**src/rtl/pixmem_pkg.sv**
```systemverilog
// rtl/pixmem_pkg.sv - shared defaults, colour constants and state encoding for pixel_mem_writer
package pixmem_pkg;

    localparam int BLOCKS_DEF = 24;
    localparam int BPB_DEF    = 2;

    localparam logic [1:0] BLACK  = 2'b00;
    localparam logic [1:0] RED    = 2'b01;
    localparam logic [1:0] GREEN  = 2'b10;
    localparam logic [1:0] YELLOW = 2'b11;

    typedef enum logic {
        IDLE  = 1'b0,
        CLEAR = 1'b1
    } state_t;

endpackage

```
**src/rtl/pixel_mem_writer_if.sv**
```systemverilog
// rtl/pixel_mem_writer_if.sv - block-write / clear request bundle for pixel_mem_writer
interface pixel_mem_writer_if
    import pixmem_pkg::*;
#(
    parameter int BPB = BPB_DEF
);
    logic           wr_valid;
    logic           wr_ready;
    logic [4:0]     wr_index;
    logic [BPB-1:0] wr_color;
    logic           clr_req;

    modport master (
        output wr_valid,
        output wr_index,
        output wr_color,
        output clr_req,
        input  wr_ready
    );

    modport slave (
        input  wr_valid,
        input  wr_index,
        input  wr_color,
        input  clr_req,
        output wr_ready
    );
endinterface

```
**src/rtl/vsync_edge_detect.sv**
```systemverilog
// rtl/vsync_edge_detect.sv - 2-flop vsync synchroniser with a one-cycle falling-edge tick
module vsync_edge_detect (
    input  logic clk,
    input  logic rst,
    input  logic vsync,
    output logic tick
);
    logic sync_1;
    logic sync_2;
    logic sync_2_d;

    // Flops idle high so that releasing reset with vsync high yields no tick.
    always_ff @(posedge clk or posedge rst) begin
        if (rst) begin
            sync_1   <= 1'b1;
            sync_2   <= 1'b1;
            sync_2_d <= 1'b1;
        end else begin
            sync_1   <= vsync;
            sync_2   <= sync_1;
            sync_2_d <= sync_2;
        end
    end

    assign tick = sync_2_d & ~sync_2;
endmodule

```
**src/rtl/pixel_mem_writer.sv**
```systemverilog
// rtl/pixel_mem_writer.sv - block frame image writer with clear sequencer; PIXMEM_DOUBLE_BUFFER_EN adds a vsync-committed front buffer
module pixel_mem_writer
    import pixmem_pkg::*;
#(
    parameter int BLOCKS = BLOCKS_DEF,
    parameter int BPB    = BPB_DEF
) (
    input  logic                  clk,
    input  logic                  rst_btn,
    pixel_mem_writer_if.slave     wr,
    input  logic                  vsync,
    output logic [BLOCKS*BPB-1:0] pixelMemory,
    output logic                  busy,
    output logic                  err_index
);
    localparam int CNT_W = (BLOCKS > 1) ? $clog2(BLOCKS) : 1;

    state_t                  state;
    logic [CNT_W-1:0]        clr_cnt;
    logic [BLOCKS*BPB-1:0]   image;
    logic                    err_q;
    logic                    accept;
    logic                    in_range;

    // A same-cycle clear request wins over a write, so the write is refused here.
    assign wr.wr_ready = (state == IDLE) && !wr.clr_req && !rst_btn;
    assign accept      = wr.wr_valid && wr.wr_ready;
    assign in_range    = int'(wr.wr_index) < BLOCKS;
    assign busy        = (state == CLEAR);
    assign err_index   = err_q;

    always_ff @(posedge clk or posedge rst_btn) begin
        if (rst_btn) begin
            state   <= IDLE;
            clr_cnt <= '0;
            image   <= '0;
            err_q   <= 1'b0;
        end else begin
            err_q <= accept && !in_range;
            case (state)
                IDLE: begin
                    if (wr.clr_req) begin
                        state   <= CLEAR;
                        clr_cnt <= '0;
                    end else if (accept && in_range) begin
                        for (int i = 0; i < BLOCKS; i++) begin
                            if (i == int'(wr.wr_index)) begin
                                image[i*BPB +: BPB] <= wr.wr_color;
                            end
                        end
                    end
                end
                CLEAR: begin
                    for (int i = 0; i < BLOCKS; i++) begin
                        if (i == int'(clr_cnt)) begin
                            image[i*BPB +: BPB] <= '0;
                        end
                    end
                    if (clr_cnt == CNT_W'(BLOCKS - 1)) begin
                        state   <= IDLE;
                        clr_cnt <= '0;
                    end else begin
                        clr_cnt <= clr_cnt + 1'b1;
                    end
                end
            endcase
        end
    end

`ifdef PIXMEM_DOUBLE_BUFFER_EN
    logic                  frame_tick;
    logic                  dirty;
    logic                  image_change;
    logic [BLOCKS*BPB-1:0] front;

    vsync_edge_detect u_vsync_edge_detect (
        .clk   (clk),
        .rst   (rst_btn),
        .vsync (vsync),
        .tick  (frame_tick)
    );

    assign image_change = (accept && in_range) || (state == CLEAR);

    // The commit samples image before this edge's update, so a coincident
    // change stays dirty and lands on the following frame.
    always_ff @(posedge clk or posedge rst_btn) begin
        if (rst_btn) begin
            front <= '0;
            dirty <= 1'b0;
        end else begin
            if (frame_tick && dirty) begin
                front <= image;
            end
            if (image_change) begin
                dirty <= 1'b1;
            end else if (frame_tick) begin
                dirty <= 1'b0;
            end
        end
    end

    assign pixelMemory = front;
`else
    wire vsync_unused = vsync;

    assign pixelMemory = image;
`endif
endmodule
```
**src/flat_wrapper.sv**
```systemverilog
// flat-port wrapper written by rule: the top's interface ports become plain ports
module pixel_mem_writer_flat import pixmem_pkg::*;
#(
    parameter int BLOCKS = BLOCKS_DEF,
    parameter int BPB    = BPB_DEF
)
  (clk, rst_btn, vsync, pixelMemory, busy, err_index, wr_wr_valid, wr_wr_index, wr_wr_color, wr_clr_req, wr_wr_ready);
  pixel_mem_writer_if #(.BPB(BPB)) wr_i ();
  input  logic clk;
  input  logic rst_btn;
  input  logic vsync;
  output logic [BLOCKS*BPB-1:0] pixelMemory;
  output logic busy;
  output logic err_index;
  input wire logic [$bits(wr_i.wr_valid)-1:0] wr_wr_valid;
  input wire logic [$bits(wr_i.wr_index)-1:0] wr_wr_index;
  input wire logic [$bits(wr_i.wr_color)-1:0] wr_wr_color;
  input wire logic [$bits(wr_i.clr_req)-1:0] wr_clr_req;
  output wire logic [$bits(wr_i.wr_ready)-1:0] wr_wr_ready;
  assign wr_i.wr_valid = wr_wr_valid;
  assign wr_i.wr_index = wr_wr_index;
  assign wr_i.wr_color = wr_wr_color;
  assign wr_i.clr_req = wr_clr_req;
  assign wr_wr_ready = wr_i.wr_ready;
  pixel_mem_writer #(.BLOCKS(BLOCKS), .BPB(BPB)) u_core (.clk(clk), .rst_btn(rst_btn), .wr(wr_i), .vsync(vsync), .pixelMemory(pixelMemory), .busy(busy), .err_index(err_index));
endmodule
```
**config.mk**
```make
export PLATFORM = sky130hd
export DESIGN_NAME = pixel_mem_writer_flat
export DESIGN_NICKNAME = d
export VERILOG_FILES = /design/src/rtl/pixmem_pkg.sv /design/src/rtl/pixel_mem_writer_if.sv /design/src/rtl/vsync_edge_detect.sv /design/src/rtl/pixel_mem_writer.sv /design/src/flat_wrapper.sv
export SDC_FILE = /design/constraint.sdc
export NUM_CORES = 1
export LEC_CHECK = 0
export BUFFER_PORTS_ARGS = -buffer_cell sky130_fd_sc_hd__clkbuf_2
export CORE_MARGIN = 2
export CORE_UTILIZATION = 32
export DETAILED_ROUTE_END_ITERATION = 8
export HOLD_SLACK_MARGIN = 0.15
export PLACE_DENSITY = 0.55
export SLEW_MARGIN = 25
export SYNTH_ARGS = -nofsm -noshare
export SYNTH_HDL_FRONTEND = slang
export SYNTH_SLANG_ARGS = --single-unit
```
**constraint.sdc**
```tcl
create_clock -name clk -period 1.8 [get_ports clk]
set_clock_uncertainty 0.15 [all_clocks]
set_input_delay 0.18 -clock clk [delete_from_list [all_inputs] [get_ports clk]]
set_output_delay 0.18 -clock clk [all_outputs]
set_load 0.03 [all_outputs]
```
==> results.toml, run 1 <==
[floorplanning]
die-area_um2 = 9094
io_pins = 63
core_area_um2 = 8134
start_util_pct = 32.84
die_y_um = 95.37
die_w_um = 95.37
rows = 33

[logic_synthesis]
synth_top_area_share_pct = 51.52
synth_nets = 232
synth_area_leader_cell = "dfrtp_1"
synthArstFlopShare_pct = 100.0
ys.flop_type = "dfrtp_1"
avgSynthCellArea_um2 = 12.42
synth_cell_type_count = 30
synth_edf_count = 0
yosysWarnings = 0
yosysSeqAreaShare_pct = 51.52
syn_area_um2 = 2671
synthCells = 215
ys_seq_elements = 55
synth_area_leaders = "dfrtp_1 (52%), mux2_2 (19%), a22oi_1 (5.1%), nor2_1 (3.5%), and4bb_2 (2.3%)"

[global_route]
grt_max_degree = 52
grt_first_pass_wirelength_mm = 10.85
grt-ovfl-total = 0
track_usage_pct = 15.71
grt_antenna_before_repair = 0
grt_pass1_vias = 2080

[worst_setup_path]
end_kind = "flop"
crit_chain = "buf_12 -> nor4b_4 -> a22oi_1 -> nor2_2 -> mux2_4"
crit_path_max_incr_delay_ns = 0.46
required_ns = 1.85
crit_fanout = 5
critPathLaunchType = "flop"
arrival_ns = 1.96
cp_top_family = "simple AND/OR/NAND/NOR gates"
cp_slowest_cell = "dfrtp_2"
worstSetupPathType = "flop to flop"
crit_buf_inv = 1

[pwr]
irDropWorstVdd_mv = 0.7000
p_leak_nw = 1.911
pwr_density_cell_nw_per_um2 = 1262
finalPower_mw = 5.140

[cells_and_area]
fillers = 700
layout-drive-gt1-share_pct = 68.69
stdcell_area_um2 = 4074
fin_util_pct = 50.08
final_cells = 418
seq_area_um2 = 1379
syn_to_final_growth_pct = 52.51
multiInputGateArea_um2 = 1683
nets = 329
antenna_cells = 0

[outcome]
failed_checks = "negative setup slack"
status = "finished, violations left"

[clocking]
cts_tree = "built"
htreeDepth = 2
numCtsBuffers = 5
path_clk_slew_ns = 0.10
cts_buffer_depth = 2
clkSinkCount = 55
clkLatencyLatePin_ns = 0.31
cts_root_buf = "clkbuf_8"

[place]
port_buffers = 61
gp_congestion = 0.8251
placed_cells = 397
hpwlAfterDp_mm = 4.809
placed_area_um2 = 3428
dpl_worst_slack_ns = -0.1320

[detailed_routing]
firstDrtPassIters = 4
routed_via_density = 5.100
num_vias = 2132
route.detailed.drc = 0
wire_per_inst_um = 17.48
ant_nets = 0
drt_wl_total_mm = 7.308
drt_iter0_markers = 77

[sta]
timing.fmax_mhz = 523.9
final_hold_viol_count = 0
rsz0062_at_grt = "true"
final.period_utilization_pct = 106.0
worstMarginPinSlew_ns = 0.5193
setup-violations-final = 37
post-route-min-period_ns = 1.909
drv_slew = 0
slew_headroom_pct = 65.25
holdWs_ns = 0.2159
setup_ws_ns = -0.1087
setup_tns_ns = -2.114

[worst_hold_path]
min_path_type = "input port to async pin"

[run]
drv_cap = 0
sequential cells by signal, indices dropped and copies added (netlist names):
name / count
u_core.err_index: 1
u_core.clr_cnt: 5
u_core.busy: 1
u_core.pixelMemory: 48
cells in the final DEF, fill, tap and decap left out, drive strengths merged:
cell type and instances:
nor2 25, nand3 1, nor4 1, and3 1
nand2 6, nor3 2, and4 2, nand4b 1
nor4b 4, o21bai 1, o21ai 5, a22oi 18
and3b 1, a21oi 1, or2 1, dlygate4sd3 4
mux2 48, buf 37, a32o 1, a32oi 5
a211oi 1, and4b 2, nor2b 5, clkbuf 68
xor2 1, inv 5, dfrtp 55, and4bb 5
clkinvlp 1, ha 5
tightest hold or removal path: cells and delay by family:
| family | cells | cell delay [ns] |
|---|---|---|
| buffers and inverters | 3 | 0.84 |
logic make-up after synthesis:
kind of cell    synth area share (%)
compound gates                 8.899
xor+xnor                      0.3279
buf+inv                        2.997
flops                          51.52
simple gates                   13.68
fa+ha+maj                      2.342
mux                            20.23
repair_timing:
item / CTS / global route
buffers inserted: 4 / 2
gates resized for setup: 52 / 50
pin swaps: 27 / 22
hold buffers: 4 / 0
cloned: 0 / 3
endpoints found under the hold margin: 56 / 0
setup endpoints to repair: 38 / 49
area by class of cell:
| cell class | instances | area share, % |
|---|---|---|
| multi-input cells | 143 | 41.31 |
| clock inverters | 2 | 0.3993 |
| well taps | 105 | 3.225 |
| repair buffers | 103 | 19.07 |
| clock buffers | 6 | 1.781 |
| inverters | 4 | 0.3686 |
| flip-flops and latches | 55 | 33.85 |
where the power goes:
part	internal [mW]	switching, mW
Clock	0.281	0.412
Sequential	1.53	0.227
Combinational	1.19	1.50
Total	3.00	2.14
synth_stat cells, types with 2 or more instances:
cell type,number
and4bb_2,5
nor3_1,2
nor4b_2,4
nand2_1,6
ha_1,5
mux2_1,4
a32oi_1,5
nor2b_1,5
clkbuf_1,8
and4b_1,2
a22oi_1,18
nor2_1,25
mux2_2,44
o21ai_0,5
dfrtp_1,55
inv_1,4
and4_1,2
buf_4,4
worst paths after layout:
path,cells past startpoint,to,slack (ns),from
max in group asynchronous,4,u_core.busy$_DFF_PP0_,0.77,rst_btn
max reg2reg,5,u_core.pixelMemory[4]$_DFFE_PP0P_,-0.11,u_core.busy$_DFF_PP0_
min,3,u_core.pixelMemory[46]$_DFFE_PP0P_,0.22,rst_btn
min in group clk,4,u_core.err_index$_DFF_PP0_,0.22,wr_clr_req
max,5,u_core.pixelMemory[4]$_DFFE_PP0P_,-0.11,u_core.busy$_DFF_PP0_
min reg2reg,1,u_core.pixelMemory[17]$_DFFE_PP0P_,0.35,u_core.pixelMemory[17]$_DFFE_PP0P_
routing by layer:
metal  vias to the layer above  share of wire (%)  routed length, um  track usage, %
li1                        991                  -                  -               -
met4                         0                1.4                102           4.589
met2                        67                 47               3462           25.12
met1                      1064                 46               3391           21.50
met3                        10                4.8                351           3.241
met5                         -                  0                  0               0
Power figures use the tool's default switching activity.
==> run 2, diff against run 1 <==
- CORE_ASPECT_RATIO: not set -> 0.7
- RECOVER_POWER: not set -> 25
==> results.toml, run 2 (synthesis results as in run 1) <==
[clocking]
cts_root_buf = "clkbuf_16"
numCtsBuffers = 5
clkLatencyLatePin_ns = 0.29
htreeDepth = 2
cts_tree = "built"
path_clk_slew_ns = 0.07
cts_buffer_depth = 2
clkSinkCount = 55

[sta]
worstMarginPinSlew_ns = 0.9119
final.period_utilization_pct = 107.2
setup_ws_ns = -0.1300
slew_headroom_pct = 39.14
post-route-min-period_ns = 1.930
timing.fmax_mhz = 518.1
rsz0062_at_grt = "true"
drv_slew = 0
setup-violations-final = 16
final_hold_viol_count = 0

[detailed_routing]
drt_iter0_markers = 106
drt_wl_total_mm = 6.895
routed_via_density = 4.990
ant_nets = 0
firstDrtPassIters = 6
num_vias = 2061
route.detailed.drc = 4
wire_per_inst_um = 16.69

[worst_setup_path]
cp_top_family = "simple AND/OR/NAND/NOR gates"
arrival_ns = 1.96
critPathLaunchType = "flop"
crit_fanout = 4
required_ns = 1.83
crit_path_max_incr_delay_ns = 0.41
cp_slowest_cell = "dfrtp_2"
end_kind = "flop"
crit_buf_inv = 2
worstSetupPathType = "flop to flop"
crit_chain = "buf_6 -> nor4b_4 -> a32oi_1 -> nor2_1 -> buf_4 -> mux2_4"

[cells_and_area]
nets = 328
antenna_cells = 0
layout_common_cells = "clkbuf_2 (52), dfrtp_1 (50), mux2_4 (36)"
stdcell_area_um2 = 3986
final_cells = 413
final_common_cell = "clkbuf_2"
fillers = 731
largest_reg_flops = 48
layout-drive-gt1-share_pct = 66.35
syn_to_final_growth_pct = 49.23

[floorplanning]
core_area_um2 = 7973
die_y_um = 80.44
rows = 27
io_pins = 63
die-area_um2 = 9106
die_w_um = 113.2
start_util_pct = 33.51

[global_route]
grt_first_pass_wirelength_mm = 10.85
grt_pass1_vias = 2025
grt_antenna_before_repair = 0
grt_max_degree = 35
grt-ovfl-total = 0
track_usage_pct = 15.34

[place]
placed_cells = 395
hpwlAfterDp_mm = 4.765
gp_congestion = 0.7959
placed_area_um2 = 3438
port_buffers = 61
dpl_worst_slack_ns = -0.1364

[pwr]
p_leak_nw = 1.862
pwr_density_cell_nw_per_um2 = 1343
finalPower_mw = 5.353
irDropWorstVdd_mv = 0.6011

[outcome]
failed_checks = "design-rule violations, negative setup slack"
status = "finished, violations left"

[worst_hold_path]
min_path_type = "input port to flop"

[run]
drv_cap = 0
## run 2: changes by cell type in the layout (fill, tap and decap cells not counted), sizes merged
cell,delta
dlygate4sd3,-1
inv,-1
buf,+1
## run 2: timing repair
item / CTS / global route
hold endpoints to repair: 22 / 0
pin swaps: 8 / 31
buffers inserted: 4 / 3
hold buffers: 3 / 0
endpoints found under the setup margin: 48 / 48
gates resized for setup: 15 / 72
## run 2: final cells by class
type                       count  area (um2)  share of cell area, %
tap                          101       126.4                  3.170
inverter                       4       15.01                 0.3766
clock buffer                   7       152.6                  3.829
timing repair buffer         102       686.9                  17.23
sequential                    55        1383                  34.68
clock inverter                 1       7.507                 0.1883
multi-input combinational    143        1615                  40.52
## run 2: per-stage QoR
stage	util [%]	setup TNS, ns	hold slack [ns]
after global routing	50.00	-2.981	0.1881
after detailed placement	43.13	-3.521	0.1076
after CTS	46.55	-1.679	0.1669
after floorplan	-	-1.890	0.1990
final	50.00	-1.139	0.1619
after global placement	43.13	-2.577	0.1037
## run 2: report_power, final
part	internal [mW]	leakage [nW]	total [mW]	switching (mW)
clock network	0.593	0.0761	1.03	0.439
registers	1.54	0.746	1.78	0.243
logic	1.12	1.04	2.54	1.42
## run 2: metal layers
metal  vias to the layer above  routed length (um)  global-route usage [%]
li1                        980                   -                       -
met4                         0                  33                   2.927
met5                         -                   0                       0
met2                        55                2732                   21.14
met3                         5                 386                   4.679
met1                      1021                3742                   23.41
## run 2: final timing paths
kind,from,to,slack (ns),cells past startpoint
max,u_core.busy$_DFF_PP0_,u_core.pixelMemory[15]$_DFFE_PP0P_,-0.13,6
min,wr_clr_req,u_core.busy$_DFF_PP0_,0.16,4
max reg2reg,u_core.busy$_DFF_PP0_,u_core.pixelMemory[15]$_DFFE_PP0P_,-0.13,6
min reg2reg,u_core.pixelMemory[16]$_DFFE_PP0P_,u_core.pixelMemory[16]$_DFFE_PP0P_,0.35,1
max in group asynchronous,rst_btn,u_core.pixelMemory[7]$_DFFE_PP0P_,0.29,4
min in group asynchronous,rst_btn,u_core.err_index$_DFF_PP0_,0.53,3
## run 2: worst reg2reg max path, stage by stage, from the launching register on
cell	delay, ns
dfrtp_2	0.41
buf_6	0.14
nor4b_4	0.35
a32oi_1	0.17
nor2_1	0.17
buf_4	0.15
mux2_4	0.29
